## config.mk

```make
export PLATFORM = sky130hd
export DESIGN_NAME = pkt_merger
export DESIGN_NICKNAME = d
export VERILOG_FILES = /design/src/rtl/pkt_merger.sv
export SDC_FILE = /design/constraint.sdc
export NUM_CORES = 1
export LEC_CHECK = 0
export BUFFER_PORTS_ARGS = -buffer_cell sky130_fd_sc_hd__buf_4
export CORE_AREA = 4 4 513 515
export CTS_CLUSTER_SIZE = 24
export DETAILED_ROUTE_END_ITERATION = 16
export DIE_AREA = 0 0 517 519
export REMOVE_ABC_BUFFERS = 1
export SLEW_MARGIN = 20
export SYNTH_ARGS = -nofsm -noshare
export SYNTH_HDL_FRONTEND = slang
export SYNTH_SLANG_ARGS = --single-unit
```

## constraint.sdc

```tcl
create_clock -name clk -period 1.8 [get_ports clk]
set_input_delay 0.36 -clock clk [delete_from_list [all_inputs] [get_ports clk]]
set_output_delay 0.36 -clock clk [all_outputs]
set_load 0.005 [all_outputs]
```

## src/rtl/pkt_merger.sv

```systemverilog
// pkt_merger: merges the data-path and control-path AXI-Stream inputs into a
// single registered egress stream. Arbitration happens only between packets
// (round-robin on contention), so a packet is never interleaved with another.
// The output register is a one-deep skid-free stage: an input is ready only
// when the output register is empty or is being drained this cycle.
module pkt_merger #(
    parameter int C_S_AXIS_DATA_WIDTH  = 256,
    parameter int C_S_AXIS_TUSER_WIDTH = 128,
    // Internal width of the packet counters; they are zero-extended to 32 bits
    // on the ports. Narrow builds make the wrap-around cheap to exercise.
    parameter int C_CNT_WIDTH          = 32
) (
    input  logic                              clk,
    input  logic                              aresetn,

    input  logic [C_S_AXIS_DATA_WIDTH-1:0]    s_axis_tdata,
    input  logic [C_S_AXIS_DATA_WIDTH/8-1:0]  s_axis_tkeep,
    input  logic [C_S_AXIS_TUSER_WIDTH-1:0]   s_axis_tuser,
    input  logic                              s_axis_tvalid,
    input  logic                              s_axis_tlast,
    output logic                              s_axis_tready,

    input  logic [C_S_AXIS_DATA_WIDTH-1:0]    ctrl_s_axis_tdata,
    input  logic [C_S_AXIS_DATA_WIDTH/8-1:0]  ctrl_s_axis_tkeep,
    input  logic [C_S_AXIS_TUSER_WIDTH-1:0]   ctrl_s_axis_tuser,
    input  logic                              ctrl_s_axis_tvalid,
    input  logic                              ctrl_s_axis_tlast,
    output logic                              ctrl_s_axis_tready,

    output logic [C_S_AXIS_DATA_WIDTH-1:0]    m_axis_tdata,
    output logic [C_S_AXIS_DATA_WIDTH/8-1:0]  m_axis_tkeep,
    output logic [C_S_AXIS_TUSER_WIDTH-1:0]   m_axis_tuser,
    output logic                              m_axis_tvalid,
    output logic                              m_axis_tlast,
    input  logic                              m_axis_tready,

    output logic [31:0]                       data_pkt_cnt,
    output logic [31:0]                       ctrl_pkt_cnt
);

    localparam int KW = C_S_AXIS_DATA_WIDTH / 8;

    localparam logic [1:0] IDLE      = 2'd0;
    localparam logic [1:0] SEND_DATA = 2'd1;
    localparam logic [1:0] SEND_CTRL = 2'd2;

    localparam logic GRANT_DATA = 1'b0;
    localparam logic GRANT_CTRL = 1'b1;

    logic [1:0]                       state_q, state_d;
    logic                             last_grant_q, last_grant_d;

    logic [C_S_AXIS_DATA_WIDTH-1:0]   tdata_q, tdata_d;
    logic [KW-1:0]                    tkeep_q, tkeep_d;
    logic [C_S_AXIS_TUSER_WIDTH-1:0]  tuser_q, tuser_d;
    logic                             tvalid_q, tvalid_d;
    logic                             tlast_q, tlast_d;

    logic [C_CNT_WIDTH-1:0]           data_cnt_q, data_cnt_d;
    logic [C_CNT_WIDTH-1:0]           ctrl_cnt_q, ctrl_cnt_d;

    logic                             out_ready;
    logic                             data_acc;
    logic                             ctrl_acc;

    // The output register can take a new beat when empty or being drained.
    assign out_ready          = !tvalid_q || m_axis_tready;
    assign s_axis_tready      = (state_q == SEND_DATA) && out_ready;
    assign ctrl_s_axis_tready = (state_q == SEND_CTRL) && out_ready;
    assign data_acc           = s_axis_tready && s_axis_tvalid;
    assign ctrl_acc           = ctrl_s_axis_tready && ctrl_s_axis_tvalid;

    // Packet-level arbitration: grant in IDLE, release only after tlast.
    always_comb begin
        state_d      = state_q;
        last_grant_d = last_grant_q;
        case (state_q)
            IDLE: begin
                if (s_axis_tvalid && ctrl_s_axis_tvalid) begin
                    if (last_grant_q == GRANT_CTRL) begin
                        state_d      = SEND_DATA;
                        last_grant_d = GRANT_DATA;
                    end else begin
                        state_d      = SEND_CTRL;
                        last_grant_d = GRANT_CTRL;
                    end
                end else if (s_axis_tvalid) begin
                    state_d = SEND_DATA;
                end else if (ctrl_s_axis_tvalid) begin
                    state_d = SEND_CTRL;
                end
            end
            SEND_DATA: begin
                if (data_acc && s_axis_tlast) begin
                    state_d = IDLE;
                end
            end
            SEND_CTRL: begin
                if (ctrl_acc && ctrl_s_axis_tlast) begin
                    state_d = IDLE;
                end
            end
            default: state_d = IDLE;
        endcase
    end

    // Output register: load the accepted beat, otherwise hold or empty.
    always_comb begin
        tdata_d  = tdata_q;
        tkeep_d  = tkeep_q;
        tuser_d  = tuser_q;
        tlast_d  = tlast_q;
        tvalid_d = tvalid_q;
        if (data_acc) begin
            tdata_d  = s_axis_tdata;
            tkeep_d  = s_axis_tkeep;
            tuser_d  = s_axis_tuser;
            tlast_d  = s_axis_tlast;
            tvalid_d = 1'b1;
        end else if (ctrl_acc) begin
            tdata_d  = ctrl_s_axis_tdata;
            tkeep_d  = ctrl_s_axis_tkeep;
            tuser_d  = ctrl_s_axis_tuser;
            tlast_d  = ctrl_s_axis_tlast;
            tvalid_d = 1'b1;
        end else if (out_ready) begin
            tvalid_d = 1'b0;
        end
    end

    // Packet counters advance when the tlast beat enters the output register.
    always_comb begin
        data_cnt_d = data_cnt_q;
        ctrl_cnt_d = ctrl_cnt_q;
        if (data_acc && s_axis_tlast) begin
            data_cnt_d = data_cnt_q + 1'b1;
        end
        if (ctrl_acc && ctrl_s_axis_tlast) begin
            ctrl_cnt_d = ctrl_cnt_q + 1'b1;
        end
    end

    // State, output stage and counters; reset drops any partial packet.
    always_ff @(posedge clk or negedge aresetn) begin
        if (!aresetn) begin
            state_q      <= IDLE;
            last_grant_q <= GRANT_CTRL;
            tdata_q      <= '0;
            tkeep_q      <= '0;
            tuser_q      <= '0;
            tvalid_q     <= 1'b0;
            tlast_q      <= 1'b0;
            data_cnt_q   <= '0;
            ctrl_cnt_q   <= '0;
        end else begin
            state_q      <= state_d;
            last_grant_q <= last_grant_d;
            tdata_q      <= tdata_d;
            tkeep_q      <= tkeep_d;
            tuser_q      <= tuser_d;
            tvalid_q     <= tvalid_d;
            tlast_q      <= tlast_d;
            data_cnt_q   <= data_cnt_d;
            ctrl_cnt_q   <= ctrl_cnt_d;
        end
    end

    assign m_axis_tdata  = tdata_q;
    assign m_axis_tkeep  = tkeep_q;
    assign m_axis_tuser  = tuser_q;
    assign m_axis_tvalid = tvalid_q;
    assign m_axis_tlast  = tlast_q;

    assign data_pkt_cnt  = 32'(data_cnt_q);
    assign ctrl_pkt_cnt  = 32'(ctrl_cnt_q);

endmodule
```

**Word level (Yosys, flattened, before mapping)**

Cells that the tools add are included.

- Output and inout port bits: 484
- Word-level logic and storage cells: 49
- Input port bits: 839
- Flip-flop bits (word level): 485

- $add $sub $neg: 2
- Mux-type cells: 19
- Reductions and logical operators: 14
- Eq/ne operators: 5

Operator list:

| cell | number |
|---|---|
| two-way mux 256 bit | 2 |
| two-way mux 128 bit | 2 |
| adder 32 x 1 -> 32 bit (second input constant) | 2 |
| two-way mux 32 bit | 2 |
| two-way mux 2 bit | 6 |
| logical AND 1 bit | 7 |
| two-way mux 1 bit | 6 |
| one-hot mux 2 bit (3 select lines) | 1 |
| != test 2 x 1 -> 1 bit (second input constant) | 2 |
| != test 4 bit (second input constant) | 1 |
| AND reduction 3 bit | 1 |
| nonzero test 3 bit | 1 |
| equality test 2 x 1 -> 1 bit (second input constant) | 1 |
| equality test 2 bit (second input constant) | 1 |
| logical NOT 2 bit | 1 |
| AND reduction 2 bit | 1 |
| nonzero test 2 bit | 1 |
| logical NOT 1 bit | 1 |
| logical OR 1 bit | 1 |

**Logic depth before layout (Yosys ltp)**

Gate-level depths: netlist (run 1).

- Depth in word-level cells: 7
- Depth in mapped cells: 8
- Depth with buffers taken out: 6

**Least setup slack after synthesis (run 1)**

OpenSTA, ideal clock, no wires.

- Kind: reg-to-reg
- From: register ctrl_cnt_q[0] (netlist: ctrl_pkt_cnt[0])
- To: register ctrl_cnt_q[20] (netlist: ctrl_pkt_cnt[20])
- Setup slack: -0.093 ns
- Clock period less this slack: 1.893 ns
- Path buffers: 0
- Library setup time: 0.123 ns
- Stages on the path, launching flop included: 7
- Data required time: 1.677 ns
- Arrival: 1.770 ns
- Path through: dfrtp_1 > ha_1 > nand2_1 > or3_1 > nor3_1 > nand4_1 > xnor2_1

- Longest elaborated chain between the ends: 1

RTL lines:

| item | RTL line | text |
|---|---|---|
| start: declaration | 60 | `logic [C_CNT_WIDTH-1:0] ctrl_cnt_q, ctrl_cnt_d;` |
| start signal: assignment | 164 | `ctrl_cnt_q <= ctrl_cnt_d;` |
| adder 32 x 1 -> 32 bit | 139 | `ctrl_cnt_d = ctrl_cnt_q + 1'b1;` |

No other way between the ends.
A chain may end at the register's enable or synchronous reset.

**Worst setup path in the final report (run 1)**

- From: register state_q[0]
- To: output s_axis_tready

- Longest elaborated chain between the ends: 2

RTL lines:

| item | RTL line | text |
|---|---|---|
| start: declaration | 50 | `logic [1:0] state_q, state_d;` |
| start signal: assignment | 156 | `state_q <= state_d;` |
| equality test 2 x 1 -> 1 bit | 68 | `assign s_axis_tready = (state_q == SEND_DATA) && out_ready;` |
| logical AND 1 bit | 68 |  |
| end: declaration | 21 | `output logic s_axis_tready,` |

No other way between the ends.

==> results of run 1 <==
-- timing repair --
item	in CTS	in global routing
hold endpoints to repair	669	0
pin swaps	112	106
hold buffers	836	0
gates cloned	82	25
setup endpoints to repair	400	476
resized for setup	422	315
buffers inserted	56	34
-- area by class of cell --
class                      count  area [sq um]  share of cell area [%]
multi-input combinational   1876         10800                    19.8
inverter                       4          15.0                  0.0276
sequential                   485         12100                    22.3
timing repair buffer        2568         25000                    46.0
clock buffer                  85          1710                    3.13
clock inverter                27           359                   0.659
tap                         3402          4260                    7.81
antenna                       77           193                   0.354
-- registers in the layout, indices dropped and copies added (netlist names) --
name	cells
state_q	2
m_axis_tkeep	32
ctrl_pkt_cnt	32
m_axis_tlast	1
data_pkt_cnt	32
m_axis_tuser	128
m_axis_tvalid	1
last_grant_q	1
m_axis_tdata	256
-- critical path, stage by stage (launching register included) --
cell and delay (ns):
dfrtp_1 0.38, and2b_2 0.21, buf_6 0.11, and2_4 0.13, buf_8 0.13
-- cell usage after synthesis, drive strengths merged, types with 4 or more instances --
cell / count / area [sq um]
nor3: 13 / 75.1
xnor2: 44 / 385
dfrtp: 484 / 12100
nor2: 436 / 1640
clkbuf: 144 / 541
nand3: 27 / 153
and3: 10 / 62.6
a31oi: 416 / 2600
xor2: 19 / 166
buf: 45 / 214
inv: 4 / 15.0
nand2: 863 / 3240
nand4: 18 / 113
-- worst min path at each step --
stage | end | slack, ns | start
finish | m_axis_tuser[107] | 0.11 | aresetn
global route | m_axis_tuser[107] | 0.06 | aresetn
CTS | m_axis_tuser[107] | 0.01 | aresetn
detailed placement | m_axis_tuser[107] | 0.22 | aresetn
global placement | m_axis_tuser[107] | 0.22 | aresetn
floorplan | ctrl_pkt_cnt[0] | 0.06 | aresetn
-- layer usage --
metal	vias up	track usage, %
met3	768	7.72
met2	2293	25.5
met4	154	6.73
li1	13618	-
met5	-	0
met1	15257	17.8
-- logic make-up (layout without fill, tap and decap cells) --
kind of cell / Yosys count / in the layout
AOI/OAI and AO/OA: 421 / 421
xor gates and xnor gates: 63 / 63
adders and majority gates: 2 / 2
buffers and inverters: 193 / 2684
DFF: 485 / 485
muxes: 2 / 2
other: 0 / 77
and+or+nand+nor: 1388 / 1388
-- placed cells by master (no fill, tap or decap), types with 14 or more instances in the layout --
cell type / Yosys / final
buf_6: 0 / 40
dlygate4sd3_1: 0 / 836
a31oi_1: 416 / 340
nor2_2: 0 / 112
clkbuf_1: 144 / 14
a31oi_2: 0 / 18
nor2_4: 0 / 53
nand3_1: 25 / 17
nor2_1: 436 / 271
xor2_1: 19 / 18
buf_12: 0 / 73
xnor2_1: 44 / 42
nand2_2: 0 / 60
nand4_1: 18 / 18
dfrtp_1: 484 / 482
nand2_1: 863 / 791
a31oi_4: 0 / 58
buf_4: 0 / 1456
buf_16: 0 / 89
clkbuf_16: 0 / 84
buf_8: 0 / 48
diode_2: 0 / 77
-- where the power goes --
part | switching [mW] | internal [mW]
clock network | 5.62 | 7.60
logic | 19.6 | 19.7
registers | 3.61 | 16.0
total | 28.8 | 43.3
==> results.json, run 1 <==
{
  "async_flop_share_pct": 100,
  "area_growth_syn_to_layout_pct": 152,
  "r2r_start": "state_q[0]",
  "r2r_cells": 11,
  "synth_warnings": 0,
  "overflow": 0,
  "wl_met2_um": 102000,
  "fill_cells": 27579,
  "rsz0062_at_grt": "yes",
  "layout.nets": 5836,
  "path_class": "flip-flop to output pin",
  "top_layer_used": "met5",
  "worst_pin_slew_ns": 0.456,
  "drv_cap": 0,
  "wl_per_cell_um": 27.2,
  "max_freq_mhz": 494,
  "rows": 187,
  "tns_ns": -27.27,
  "finClkSkew_ns": 0.0265,
  "die_y_um": 519,
  "hp-class": "input pin to asynchronous set/reset pin",
  "grt_pass1_vias": 32033,
  "grt_use_total_pct": 15.9,
  "port_buffers": 1322,
  "fin_util_pct": 21.1,
  "numClockSinks": 485,
  "relSlewSlack_pct": 69.6,
  "cts_tree": "done",
  "die_area_sq_um": 268000,
  "drt.antenna.violating_nets": 0,
  "setup_viol": 361,
  "drive_above_1_share_pct": 43.2,
  "pin_count": 1323,
  "clk_latency_ns": 0.70,
  "synth_fa_ha_area_share_pct": 0.116,
  "clkTransAtPathRegs_ns": 0.06,
  "powerDensity_nw_per_um2": 1320,
  "initial_utilization_pct": 8.34,
  "rrSetupSlack_ns": -0.21,
  "status": "finished with violations",
  "cp.arrival_ns": 1.67,
  "reg2reg_to": "m_axis_tdata[113]",
  "synth_xor_area_share_pct": 2.56,
  "cts_inserted_buffers": 60,
  "synth_top_family_by_area": "simple AND/OR/NAND/NOR gates",
  "violations": "setup timing",
  "final_area_sq_um": 54500,
  "dp_slack_ns": -0.216,
  "leakagePower_nw": 24.3,
  "finalHoldViolations": 0,
  "finalCriticalPeriod_ns": 2.03,
  "cp.required_ns": 1.44,
  "fp.coreArea_sq_um": 259000,
  "crit_path_end": "s_axis_tready",
  "routabilityCongestion": 0.927,
  "fin_crit_sh_pct": 113,
  "placed_cells": 7322,
  "synth-edff-count": 0,
  "synth_compound_area_share_pct": 12.2,
  "synth_area_sq_um": 21600,
  "die_x_um": 517,
  "timing.critical_path.to_type": "output pin",
  "layoutNonFillerInstCount": 8524,
  "antenna_found_initial": 199,
  "htree_levels": 2,
  "yosysUniqueCellTypes": 35,
  "synthCells": 2554,
  "num_vias": 32090,
  "hold_ws_ns": 0.109,
  "crit_fanout": 2,
  "synthMuxAreaShare_pct": 0.104,
  "hpwlAfterDp_um": 172000,
  "ys_seq_elements": 485,
  "slew_viol_final": 0,
  "cts_buffer_depth": 3,
  "firstDrtPassIters": 6,
  "synth-seq-area-share_pct": 56.2,
  "cts-root-buf": "clkbuf_16",
  "ir_drop_v": 0.000933,
  "grt_pass1_wl_um": 290000,
  "worst_setup_path_start_kind": "flip-flop",
  "synthFlopType": "dfrtp_1",
  "layout_setup_ws_ns": -0.226,
  "wl_met3_um": 29400,
  "finalPower_mw": 72.1,
  "avgSynthCellArea_sq_um": 8.46,
  "grt_max_degree": 71,
  "startpoint": "state_q[0]",
  "vias_per_cell": 3.76,
  "wl_met1_um": 85200,
  "drcViolationCount": 0,
  "synthSimpleGateAreaFrac_pct": 25.3,
  "placed_cell_area_sq_um": 37300,
  "dr.first_iter.drc_count": 2474,
  "wirelength_um": 232000
}
(Power assumes the default switching activity.)
==> run 2, diff against run 1 <==
- ABC_AREA: default -> 1
- CORE_AREA: 4 4 513 515 -> 4 4 517 519
- DIE_AREA: 0 0 517 519 -> 0 0 521 523
- HOLD_SLACK_MARGIN: default -> 0.08
==> run 2 against run 1 <==
Against the previous run: the flow still finishes with violations (setup timing); largest power group unchanged; hold slack better by 0.022 ns; clock skew increased by 0.012 ns; via count up 4.6%.
==> results.json, run 2 <==
{
  "status": "finished with violations",
  "violations": "setup timing",
  "crit_slowest_cell": "dfrtp_1",
  "crit_buf_inv": 6,
  "pin_count": 1323,
  "fp.coreArea_sq_um": 262000,
  "clk_latency_ns": 0.70,
  "worst_pin_slew_ns": 0.701,
  "rrSetupSlack_ns": -0.24,
  "antenna_found_initial": 242,
  "hold_depth": 4,
  "dr.first_iter.drc_count": 2577,
  "hold_ws_ns": 0.131,
  "clkTransAtPathRegs_ns": 0.06,
  "drcViolationCount": 0,
  "ir_drop_v": 0.000841,
  "fill_cells": 28459,
  "synth-edff-count": 0,
  "crit_fanout": 15,
  "mostFrequentLayoutCells": "buf_4 (1523), dlygate4sd3_1 (826), nand2_1 (497)",
  "grt_pass1_wl_um": 317000,
  "leakagePower_nw": 24.6,
  "slew_viol_final": 0,
  "vias_per_cell": 3.75,
  "async_flop_share_pct": 100,
  "die_y_um": 523,
  "synth-seq-area-share_pct": 54.0,
  "post-synth-top-area-cell": "dfrtp_1",
  "overflow": 0,
  "timing.critical_path.to_type": "flip-flop",
  "fin_crit_sh_pct": 113,
  "drv_cap": 0,
  "finalCriticalPeriod_ns": 2.04,
  "cts-root-buf": "clkbuf_16",
  "finalHoldViolations": 0,
  "relSlewSlack_pct": 53.1,
  "synth_top_area_share_pct": 53.9,
  "rsz0062_at_grt": "yes",
  "cts_inserted_buffers": 58,
  "cts_tree": "done",
  "startpoint": "m_axis_tvalid",
  "num_vias": 33579,
  "multi_input_area_sq_um": 10500,
  "path_class": "flip-flop to flip-flop",
  "wl_met1_um": 100000,
  "layout_setup_ws_ns": -0.239,
  "placed_cell_area_sq_um": 38700,
  "avgSynthCellArea_sq_um": 8.02,
  "final_area_sq_um": 54700,
  "wl_met2_um": 111000,
  "cts_buffer_depth": 3,
  "hpwlAfterDp_um": 195000,
  "synthTopCellsByCount": "nand2_1 (598), o21ai_1 (516), nor2_1 (495)",
  "final_common_cell": "buf_4",
  "routabilityCongestion": 0.939,
  "reg2reg_to": "m_axis_tuser[51]",
  "max_stage_delay_ns": 0.39,
  "synthFlopType": "dfrtp_1",
  "tns_ns": -35.38,
  "synth_warnings": 0,
  "yosysUniqueCellTypes": 30,
  "wl_per_cell_um": 28.2,
  "worst_setup_path_start_kind": "flip-flop",
  "register_area_sq_um": 12100,
  "crit_chain": "nand2_2, buf_12, nand3_4, buf_12, buf_4, buf_16, buf_16, buf_16, nor2_1, o21ai_1",
  "wl_met3_um": 28300,
  "powerDensity_nw_per_um2": 1360,
  "finalPower_mw": 74.7,
  "firstDrtPassIters": 5,
  "min_to": "m_axis_tdata[235]",
  "die_x_um": 521,
  "numClockSinks": 485,
  "grt_max_degree": 53,
  "drt.antenna.violating_nets": 0,
  "top_layer_used": "met5",
  "synth.most_common_cell": "nand2_1",
  "synthCells": 2803,
  "hp-class": "input pin to flip-flop",
  "synth_area_sq_um": 22500,
  "layout.nets": 6136,
  "htree_levels": 2,
  "grt_use_total_pct": 17.3,
  "max_freq_mhz": 490,
  "cp.depth": 10,
  "r2r_cells": 10,
  "cp.arrival_ns": 2.62,
  "r2r_start": "m_axis_tvalid",
  "grt_pass1_vias": 33309,
  "area_growth_syn_to_layout_pct": 143,
  "wirelength_um": 253000,
  "die_area_sq_um": 272000,
  "fin_util_pct": 20.9,
  "setup_viol": 415,
  "drive_above_1_share_pct": 42.1,
  "worst_path_most_repeated_cell": "buf_16",
  "min_from": "ctrl_s_axis_tdata[235]",
  "synthTopCellsByArea": "dfrtp_1 (54%), o21ai_1 (11%), nand2_1 (10%)",
  "rows": 188,
  "ys_seq_elements": 485,
  "largest_reg_flops": 256,
  "cp.required_ns": 2.38,
  "port_buffers": 1322,
  "initial_utilization_pct": 8.58,
  "finClkSkew_ns": 0.0388,
  "critPathTopFamily": "buffers and inverters"
}
==> run 2: area by class of cell <==
class / instances / share of cell area, %
inverter: 78 / 0.594
clock buffer: 83 / 3.04
multi-input combinational: 2054 / 19.2
timing repair buffer: 2617 / 46.0
clock inverter: 19 / 0.400
tap: 3515 / 8.03
antenna: 114 / 0.521
timing repair inverter: 1 / 0.0366
sequential: 485 / 22.2
==> run 2: metal layers <==
| metal | vias to the layer above | track usage (%) |
|---|---|---|
| met5 | - | 0 |
| met4 | 134 | 6.98 |
| met3 | 651 | 7.23 |
| met2 | 2245 | 27.1 |
| met1 | 16158 | 20.9 |
| li1 | 14391 | - |
==> run 2: logic make-up after synthesis <==
group                      Yosys count  synth area share, %
and+or+nand+nor                   1176                 20.4
adders and majority gates            2                0.111
AOI/OAI and AO/OA                  840                 18.7
DFF                                485                 54.0
xor gates and xnor gates            35                 1.36
buffers and inverters              265                 5.41
==> run 2: timing repair <==
action                                  CTS  global route
hold buffers                            825             1
hold endpoints to repair                861             1
cloned                                   72            23
endpoints found under the setup margin  405           448
gates resized for setup                 361           421
pin swaps                                21            86
buffers inserted                         83            40
==> run 2: worst reg2reg max path: stages, from the launching register on <==
cell	delay, ns
dfrtp_1	0.39
nand2_2	0.12
buf_12	0.12
nand3_4	0.07
buf_12	0.16
buf_4	0.15
buf_16	0.15
buf_16	0.19
buf_16	0.30
nor2_1	0.19
o21ai_1	0.11
==> run 2: how the worst max path moves through the flow <==
| stage | slack, ns | end |
|---|---|---|
| after floorplan | -9.77 | m_axis_tlast |
| after detailed placement | -0.21 | m_axis_tdata[251] |
| after CTS | -0.21 | s_axis_tready |
| final | -0.24 | m_axis_tuser[51] |
| after global routing | -0.29 | m_axis_tdata[168] |
| after global placement | -0.23 | m_axis_tdata[251] |
==> run 2: where the power goes <==
| group | switching, mW | total (mW) | internal, mW | leakage, nW |
|---|---|---|---|---|
| sequential | 3.49 | 19.1 | 15.7 | 6.08 |
| combinational | 21.6 | 43.2 | 21.6 | 17.6 |
| clock | 5.45 | 12.4 | 6.95 | 0.926 |
==> run 2: stage by stage <==
| stage | cells | worst slack, ns |
|---|---|---|
| after floorplan | 2616 | -9.77 |
| after global placement | 7742 | -0.226 |
| after detailed placement | 7742 | -0.212 |
| after CTS | 8818 | -0.205 |
| after global routing | 8904 | -0.286 |
| final | 8966 | -0.239 |
